<file path="config.mk">
export PLATFORM = sky130hd
export DESIGN_NAME = pc_sequencer_flat
export DESIGN_NICKNAME = d
export VERILOG_FILES = /design/src/rtl/pc_pkg.sv /design/src/rtl/pc_sequencer_if.sv /design/src/rtl/pc_redirect_sel.sv /design/src/rtl/pc_sequencer.sv /design/src/flat_wrapper.sv
export SDC_FILE = /design/constraint.sdc
export NUM_CORES = 1
export LEC_CHECK = 0
export ABC_AREA = 1
export BUFFER_PORTS_ARGS = -buffer_cell sky130_fd_sc_hd__clkbuf_2
export CAP_MARGIN = 20
export CORE_ASPECT_RATIO = 1.2
export CORE_MARGIN = 5
export CORE_UTILIZATION = 43
export CTS_BUF_LIST = sky130_fd_sc_hd__clkbuf_16
export CTS_CLUSTER_DIAMETER = 200
export DETAILED_ROUTE_END_ITERATION = 16
export GPL_TIMING_DRIVEN = 0
export PLACE_DENSITY = 0.72
export REMOVE_ABC_BUFFERS = 1
export SKIP_LAST_GASP = 1
export SYNTH_ARGS = -nofsm -noshare
export SYNTH_HDL_FRONTEND = slang
export SYNTH_SLANG_ARGS = --single-unit
</file>
<file path="constraint.sdc">
create_clock -name Clk -period 2.1 [get_ports Clk]
set_clock_uncertainty 0.15 [all_clocks]
set_input_delay 0.42 -clock Clk [delete_from_list [all_inputs] [get_ports Clk]]
set_output_delay 0.42 -clock Clk [all_outputs]
set_load 0.05 [all_outputs]
</file>
<file path="src/rtl/pc_pkg.sv">
// Shared definitions for the program-counter stage: PC width, reset value,
// FSM state encoding, redirect-source encoding and a PC alignment helper.
package pc_pkg;

  localparam int PC_W = 32;
  localparam logic [PC_W-1:0] RESET_PC_DEF = 32'h0000_0000;

  // Sequencer state: BOOT for one cycle after reset, RUN while fetching,
  // TRAP after a misaligned target load (only reachable with the trap build).
  typedef enum logic [1:0] {
    BOOT = 2'd0,
    RUN  = 2'd1,
    TRAP = 2'd2
  } pc_state_e;

  // Which calculator won the redirect priority this cycle (debug only).
  typedef enum logic [1:0] {
    SRC_NONE = 2'd0,
    SRC_BR   = 2'd1,
    SRC_J    = 2'd2,
    SRC_JR   = 2'd3
  } pc_src_e;

  // Clear the two byte-offset bits so a loaded target is word aligned.
  function automatic logic [PC_W-1:0] align_pc(input logic [PC_W-1:0] a);
    return a & ~PC_W'(3);
  endfunction

endpackage

</file>
<file path="src/rtl/pc_sequencer_if.sv">
// Bus between the PC sequencer and its environment (target calculators,
// hazard unit, instruction memory, IF/ID flush).
//
// Fetch handshake: a request is offered when FetchValid=1 and is taken on a
// rising edge where FetchValid=1, FetchReady=1 and Stall=0. While offered and
// not yet taken, FetchPC does not change; redirects arriving meanwhile are
// queued internally and never alter the outstanding request.
//
// Modport master is the sequencer (it originates fetch requests); modport
// slave is the surrounding pipeline and instruction memory.
interface pc_sequencer_if;
  import pc_pkg::*;

  logic            Stall;
  logic            Jump;
  logic [PC_W-1:0] JumpAddress;
  logic            Branch;
  logic [PC_W-1:0] BranchTarget;
  logic            JumpReg;
  logic [PC_W-1:0] RegTarget;
  logic            FetchReady;
  logic            FetchValid;
  logic [PC_W-1:0] FetchPC;
  logic [PC_W-1:0] PCPlus4;
  logic            Redirected;
  logic            Misaligned;
  pc_state_e       dbg_state;
  pc_src_e         dbg_src;

  modport master (
    input  Stall, Jump, JumpAddress, Branch, BranchTarget,
           JumpReg, RegTarget, FetchReady,
    output FetchValid, FetchPC, PCPlus4, Redirected, Misaligned,
           dbg_state, dbg_src
  );

  modport slave (
    output Stall, Jump, JumpAddress, Branch, BranchTarget,
           JumpReg, RegTarget, FetchReady,
    input  FetchValid, FetchPC, PCPlus4, Redirected, Misaligned,
           dbg_state, dbg_src
  );

endinterface

</file>
<file path="src/rtl/pc_redirect_sel.sv">
// Combinational redirect arbiter: JumpReg beats Jump beats Branch.
module pc_redirect_sel
  import pc_pkg::*;
(
  input  logic            i_jump_reg,
  input  logic [PC_W-1:0] i_reg_tgt,
  input  logic            i_jump,
  input  logic [PC_W-1:0] i_jump_addr,
  input  logic            i_branch,
  input  logic [PC_W-1:0] i_branch_tgt,
  output logic            o_req,
  output logic [PC_W-1:0] o_tgt,
  output pc_src_e         o_src
);

  // Pick the highest-priority active request and its target.
  always_comb begin
    o_req = 1'b0;
    o_tgt = '0;
    o_src = SRC_NONE;
    if (i_jump_reg) begin
      o_req = 1'b1;
      o_tgt = i_reg_tgt;
      o_src = SRC_JR;
    end else if (i_jump) begin
      o_req = 1'b1;
      o_tgt = i_jump_addr;
      o_src = SRC_J;
    end else if (i_branch) begin
      o_req = 1'b1;
      o_tgt = i_branch_tgt;
      o_src = SRC_BR;
    end
  end

endmodule

</file>
<file path="src/rtl/pc_sequencer.sv">
// Program-counter stage: holds the PC, offers it to instruction memory over a
// valid/ready handshake, parks redirects that arrive while the request is not
// being taken, and pulses Redirected to flush IF/ID after a redirect load.
// Optional build macro PC_MISALIGN_TRAP_EN: a misaligned target still loads
// but sends the sequencer to TRAP (sticky Misaligned, fetch stopped until
// reset). Without it, target bits [1:0] are cleared on load.
module pc_sequencer
  import pc_pkg::*;
#(
  parameter logic [PC_W-1:0] RESET_PC = RESET_PC_DEF
) (
  input  logic                  Clk,
  input  logic                  Reset,
  pc_sequencer_if.master        bus
);

  pc_state_e       r_state;
  logic [PC_W-1:0] r_pc;
  logic            r_fetch_valid;
  logic            r_redirected;
  logic            r_pend_valid;
  logic [PC_W-1:0] r_pend_tgt;

  logic            w_req;
  logic [PC_W-1:0] w_sel_tgt;
  pc_src_e         w_src;
  logic            w_acc;
  logic            w_redir;
  logic [PC_W-1:0] w_load_tgt;

  pc_redirect_sel u_sel (
    .i_jump_reg   (bus.JumpReg),
    .i_reg_tgt    (bus.RegTarget),
    .i_jump       (bus.Jump),
    .i_jump_addr  (bus.JumpAddress),
    .i_branch     (bus.Branch),
    .i_branch_tgt (bus.BranchTarget),
    .o_req        (w_req),
    .o_tgt        (w_sel_tgt),
    .o_src        (w_src)
  );

  // Stall overrides FetchReady; a live request beats a parked one.
  assign w_acc      = r_fetch_valid & bus.FetchReady & ~bus.Stall;
  assign w_redir    = w_req | r_pend_valid;
  assign w_load_tgt = w_req ? w_sel_tgt : r_pend_tgt;

`ifdef PC_MISALIGN_TRAP_EN
  logic r_misaligned;
`endif

  // PC, pending redirect and FSM advance together; outputs are registered.
  always_ff @(posedge Clk or negedge Reset) begin
    if (!Reset) begin
      r_state       <= BOOT;
      r_pc          <= RESET_PC;
      r_fetch_valid <= 1'b0;
      r_redirected  <= 1'b0;
      r_pend_valid  <= 1'b0;
      r_pend_tgt    <= '0;
`ifdef PC_MISALIGN_TRAP_EN
      r_misaligned  <= 1'b0;
`endif
    end else begin
      case (r_state)
        BOOT: begin
          r_state       <= RUN;
          r_fetch_valid <= 1'b1;
          r_redirected  <= 1'b0;
        end
        RUN: begin
          if (w_acc) begin
            r_pend_valid <= 1'b0;
            if (w_redir) begin
`ifdef PC_MISALIGN_TRAP_EN
              r_pc <= w_load_tgt;
              if (w_load_tgt[1:0] != 2'b00) begin
                r_state       <= TRAP;
                r_fetch_valid <= 1'b0;
                r_redirected  <= 1'b0;
                r_misaligned  <= 1'b1;
              end else begin
                r_redirected <= 1'b1;
              end
`else
              r_pc         <= align_pc(w_load_tgt);
              r_redirected <= 1'b1;
`endif
            end else begin
              r_pc         <= r_pc + PC_W'(4);
              r_redirected <= 1'b0;
            end
          end else begin
            // Request still outstanding: keep FetchPC, park the newest redirect.
            r_redirected <= 1'b0;
            if (w_req) begin
              r_pend_valid <= 1'b1;
              r_pend_tgt   <= w_sel_tgt;
            end
          end
        end
        TRAP: begin
          r_fetch_valid <= 1'b0;
          r_redirected  <= 1'b0;
        end
        default: begin
          r_state       <= BOOT;
          r_fetch_valid <= 1'b0;
          r_redirected  <= 1'b0;
        end
      endcase
    end
  end

  assign bus.FetchValid = r_fetch_valid;
  assign bus.FetchPC    = r_pc;
  assign bus.PCPlus4    = r_pc + PC_W'(4);
  assign bus.Redirected = r_redirected;
  assign bus.dbg_state  = r_state;
  assign bus.dbg_src    = w_src;
`ifdef PC_MISALIGN_TRAP_EN
  assign bus.Misaligned = r_misaligned;
`else
  assign bus.Misaligned = 1'b0;
`endif

endmodule

</file>
<file path="src/flat_wrapper.sv">
// flat-port wrapper written by rule: the top's interface ports become plain ports
module pc_sequencer_flat import pc_pkg::*;
#(
  parameter logic [PC_W-1:0] RESET_PC = RESET_PC_DEF
)
  (Clk, Reset, bus_Stall, bus_Jump, bus_JumpAddress, bus_Branch, bus_BranchTarget, bus_JumpReg, bus_RegTarget, bus_FetchReady, bus_FetchValid, bus_FetchPC, bus_PCPlus4, bus_Redirected, bus_Misaligned, bus_dbg_state, bus_dbg_src);
  pc_sequencer_if bus_i ();
  input  logic Clk;
  input  logic Reset;
  input wire logic [$bits(bus_i.Stall)-1:0] bus_Stall;
  input wire logic [$bits(bus_i.Jump)-1:0] bus_Jump;
  input wire logic [$bits(bus_i.JumpAddress)-1:0] bus_JumpAddress;
  input wire logic [$bits(bus_i.Branch)-1:0] bus_Branch;
  input wire logic [$bits(bus_i.BranchTarget)-1:0] bus_BranchTarget;
  input wire logic [$bits(bus_i.JumpReg)-1:0] bus_JumpReg;
  input wire logic [$bits(bus_i.RegTarget)-1:0] bus_RegTarget;
  input wire logic [$bits(bus_i.FetchReady)-1:0] bus_FetchReady;
  output wire logic [$bits(bus_i.FetchValid)-1:0] bus_FetchValid;
  output wire logic [$bits(bus_i.FetchPC)-1:0] bus_FetchPC;
  output wire logic [$bits(bus_i.PCPlus4)-1:0] bus_PCPlus4;
  output wire logic [$bits(bus_i.Redirected)-1:0] bus_Redirected;
  output wire logic [$bits(bus_i.Misaligned)-1:0] bus_Misaligned;
  output wire logic [$bits(bus_i.dbg_state)-1:0] bus_dbg_state;
  output wire logic [$bits(bus_i.dbg_src)-1:0] bus_dbg_src;
  assign bus_i.Stall = bus_Stall;
  assign bus_i.Jump = bus_Jump;
  assign bus_i.JumpAddress = bus_JumpAddress;
  assign bus_i.Branch = bus_Branch;
  assign bus_i.BranchTarget = bus_BranchTarget;
  assign bus_i.JumpReg = bus_JumpReg;
  assign bus_i.RegTarget = bus_RegTarget;
  assign bus_i.FetchReady = bus_FetchReady;
  assign bus_FetchValid = bus_i.FetchValid;
  assign bus_FetchPC = bus_i.FetchPC;
  assign bus_PCPlus4 = bus_i.PCPlus4;
  assign bus_Redirected = bus_i.Redirected;
  assign bus_Misaligned = bus_i.Misaligned;
  assign bus_dbg_state = bus_i.dbg_state;
  assign bus_dbg_src = bus_i.dbg_src;
  pc_sequencer #(.RESET_PC(RESET_PC)) u_core (.Clk(Clk), .Reset(Reset), .bus(bus_i));
endmodule
</file>
==> run summary <==
status - finished with violations
failing checks - setup timing
Crit path required time - 1530 ps
DIE AREA - 12500 um2
Lkg Pwr - 3.39 nW
Max Fclk - 410 MHz
critical path's slowest cell - dfrtp_1
peak supply drop - 452 uV
CTS tree - yes
wirelength, routed - 16300 um
Hold Vio Cnt, Final - 0
Final Wtd Congestion - 0.919
Starting Density - 44.2%
Hold Crit Class - in -> async
via-per-instance ratio - 5.24
crit path DAT - 1870 ps
antenna diode count - 0
cells after synthesis - 700
Seq/Total Area, Yosys - 35.5%
Crit Path Class - reg -> out
Core ar. - 10100 um2
Buffers on Ports - 161
synthesized area - 4440 um2
vias in the first global route - 4755
DRT Pass-1 Iters - 5
Worst-path clk slew - 60 ps
RSZ-0062 raised after global routing - yes
Overflow after GRT - 0
insertion delay to the later sink of the worst-skew pair - 330 ps
Post-DRT Antenna Nets - 0
num ports - 174
Final period util - 116%
final worst slack - -340 ps
antenna violations before repair - 0
Initial DRC Count - 424
Overall Global Routing Usage - 23.5%
Num CTS Buffers - 9
via count - 5375
CTS sink count - 63
Root Driver - clkbuf_16
proportion of layout cells with a drive suffix above 1 - 35.2%
max cap viols - 0
commonest non-fill, non-tap cell in the layout - nand2_1
synthesis-to-layout area growth - 50.3%
pre-CTS setup slack - -1280 ps
count of cell types in the netlist - 28
Die Y - 121 um
die width - 103 um
Slew HR - 39.9%
clock tree buffer depth - 2
Slew @ Worst Pin - 902 ps
crit path time final - 2440 ps
flops & latches, synth - 63
Synth Flop Type - dfrtp_1
PwrDens - 897 nW/um2
DP Wirelength - 10100 um
Final Max Tran Viols - 0
Ys Warns - 0
EDFF count, synth - 0
Finished Core Util - 66.4%
commonest cells after routing, fill and taps aside - 283 x nand2_1, 131 x clkbuf_2, 81 x nor2_1
Routed WL per cell - 15.9 um
Net count, final - 998
CP top delay family - simple AND/OR/NAND/NOR gates
critical path buffer and inverter count - 3
syn avg cell area - 6.35 um2
worst-path cell chain - nand2_2, buf_4, nor2_4, inv_2, nor2_4, nand2_1, nand2_1, and2_4, clkbuf_16
final setup violation count - 25
DR DRC count - 0
Critical Path Source Type - register
slowest stage delay, CP - 440 ps
worst-path fanout max - 4
first-pass GRT wire length - 23100 um
htree depth - 3
FP Rows - 40
largest net degree at the start of global routing - 64
ys async rst share - 100%
Critical Path End Type - primary output
[registers in the layout, indices dropped and copies added, names as in the netlist]
signal,count
u_core.bus.FetchPC,30
u_core.bus.FetchValid,1
u_core.bus.Redirected,1
u_core.r_pend_tgt,30
u_core.r_pend_valid,1
[cell families after synthesis]
kind of cell	after synthesis	synth area share [%]
and+or+nand+nor	457	41.2
AOI/OAI and AO/OA	93	12.1
buffers and inverters	73	8.08
DFF	63	35.5
xor gates and xnor gates	11	2.68
other	2	0.169
adders and majority gates	1	0.282
[metrics by stage]
step | setup TNS, ps | power, mW | hold slack [ps] | instance area [um2] | cells
floorplan | -90760 | 3.18 | -25.6 | 4240 | 668
global placement | -134880 | 3.77 | 315 | 5200 | 955
detailed placement | -58190 | 3.79 | 318 | 5270 | 958
CTS | -5360 | 5.69 | 119 | 6300 | 1005
global route | -7660 | 6.24 | 170 | 6680 | 1025
finish | -6300 | 5.99 | 86.8 | 6680 | 1025
[what timing repair did]
item                                    4_1_cts  5_1_grt
buffers inserted                             31       21
pin swaps                                    18       33
hold buffers                                  0        0
endpoints found under the setup margin       91       58
resized for setup                           118       74
endpoints found under the hold margin         0        0
cloned                                        0        0
[layer usage]
layer / track usage [%] / routed length (um) / share of wire, % / vias up
met5: 0 / 0 / 0 / -
met3: 4.60 / 1320 / 8.1 / 68
met2: 39.9 / 7860 / 48 / 277
li1: - / - / - / 2606
met4: 9.64 / 771 / 4.7 / 0
met1: 28.9 / 6360 / 39 / 2424
[final timing paths]
| check | cells past startpoint | startpoint | slack [ps] | end |
|---|---|---|---|---|
| max reg2reg | 6 | u_core.bus.FetchValid$_DFFE_PN0N_ | 170 | u_core.r_pend_tgt[5]$_DFFE_PN0P_ |
| max | 9 | u_core.bus.FetchPC[6]$_DFFE_PN0P_ | -340 | bus_PCPlus4[24] |
| min in group Clk | 3 | bus_RegTarget[25] | 260 | u_core.r_pend_tgt[25]$_DFFE_PN0P_ |
| max in group asynchronous | 1 | Reset | 1070 | u_core.bus.FetchPC[7]$_DFFE_PN0P_ |
| min reg2reg | 2 | u_core.r_pend_tgt[3]$_DFFE_PN0P_ | 340 | u_core.r_pend_tgt[3]$_DFFE_PN0P_ |
| min | 1 | Reset | 90 | u_core.r_pend_tgt[18]$_DFFE_PN0P_ |
[synthesized netlist by cell type (4+ instances only)]
master	number	area share, %
clkbuf_1	5	0.42
inv_1	33	2.8
a21oi_1	28	3.2
a31oi_1	23	3.2
and2_1	8	1.1
buf_4	8	1.4
dfrtp_1	63	35
buf_6	4	1.0
buf_2	20	2.3
nor2_2	5	0.70
o22ai_1	17	2.4
nor2_1	98	8.3
xnor2_1	4	0.79
xor2_1	4	0.79
a22oi_1	4	0.68
nor2_4	4	1.0
o21ai_0	17	1.9
nand2_2	4	0.56
nand2_1	306	26
nand3_1	30	3.4
[where the power goes]
group          switching [mW]  leakage (nW)  internal [mW]
registers               0.223         0.728           1.43
logic                    1.89          2.51           1.01
clock network           0.538         0.149          0.898
total                    2.65          3.39           3.34
[final cells by class]
| cell class | instances | area, um2 |
|---|---|---|
| Clock inverter | 7 | 56.3 |
| Clock buffer | 9 | 225 |
| Timing Repair Buffer | 215 | 1590 |
| Sequential cell | 63 | 1590 |
| Fill cell | 841 | 3380 |
| Inverter | 36 | 153 |
| Multi-Input combinational cell | 569 | 2910 |
| Tap cell | 126 | 158 |
Power figures use the tool's default switching activity.
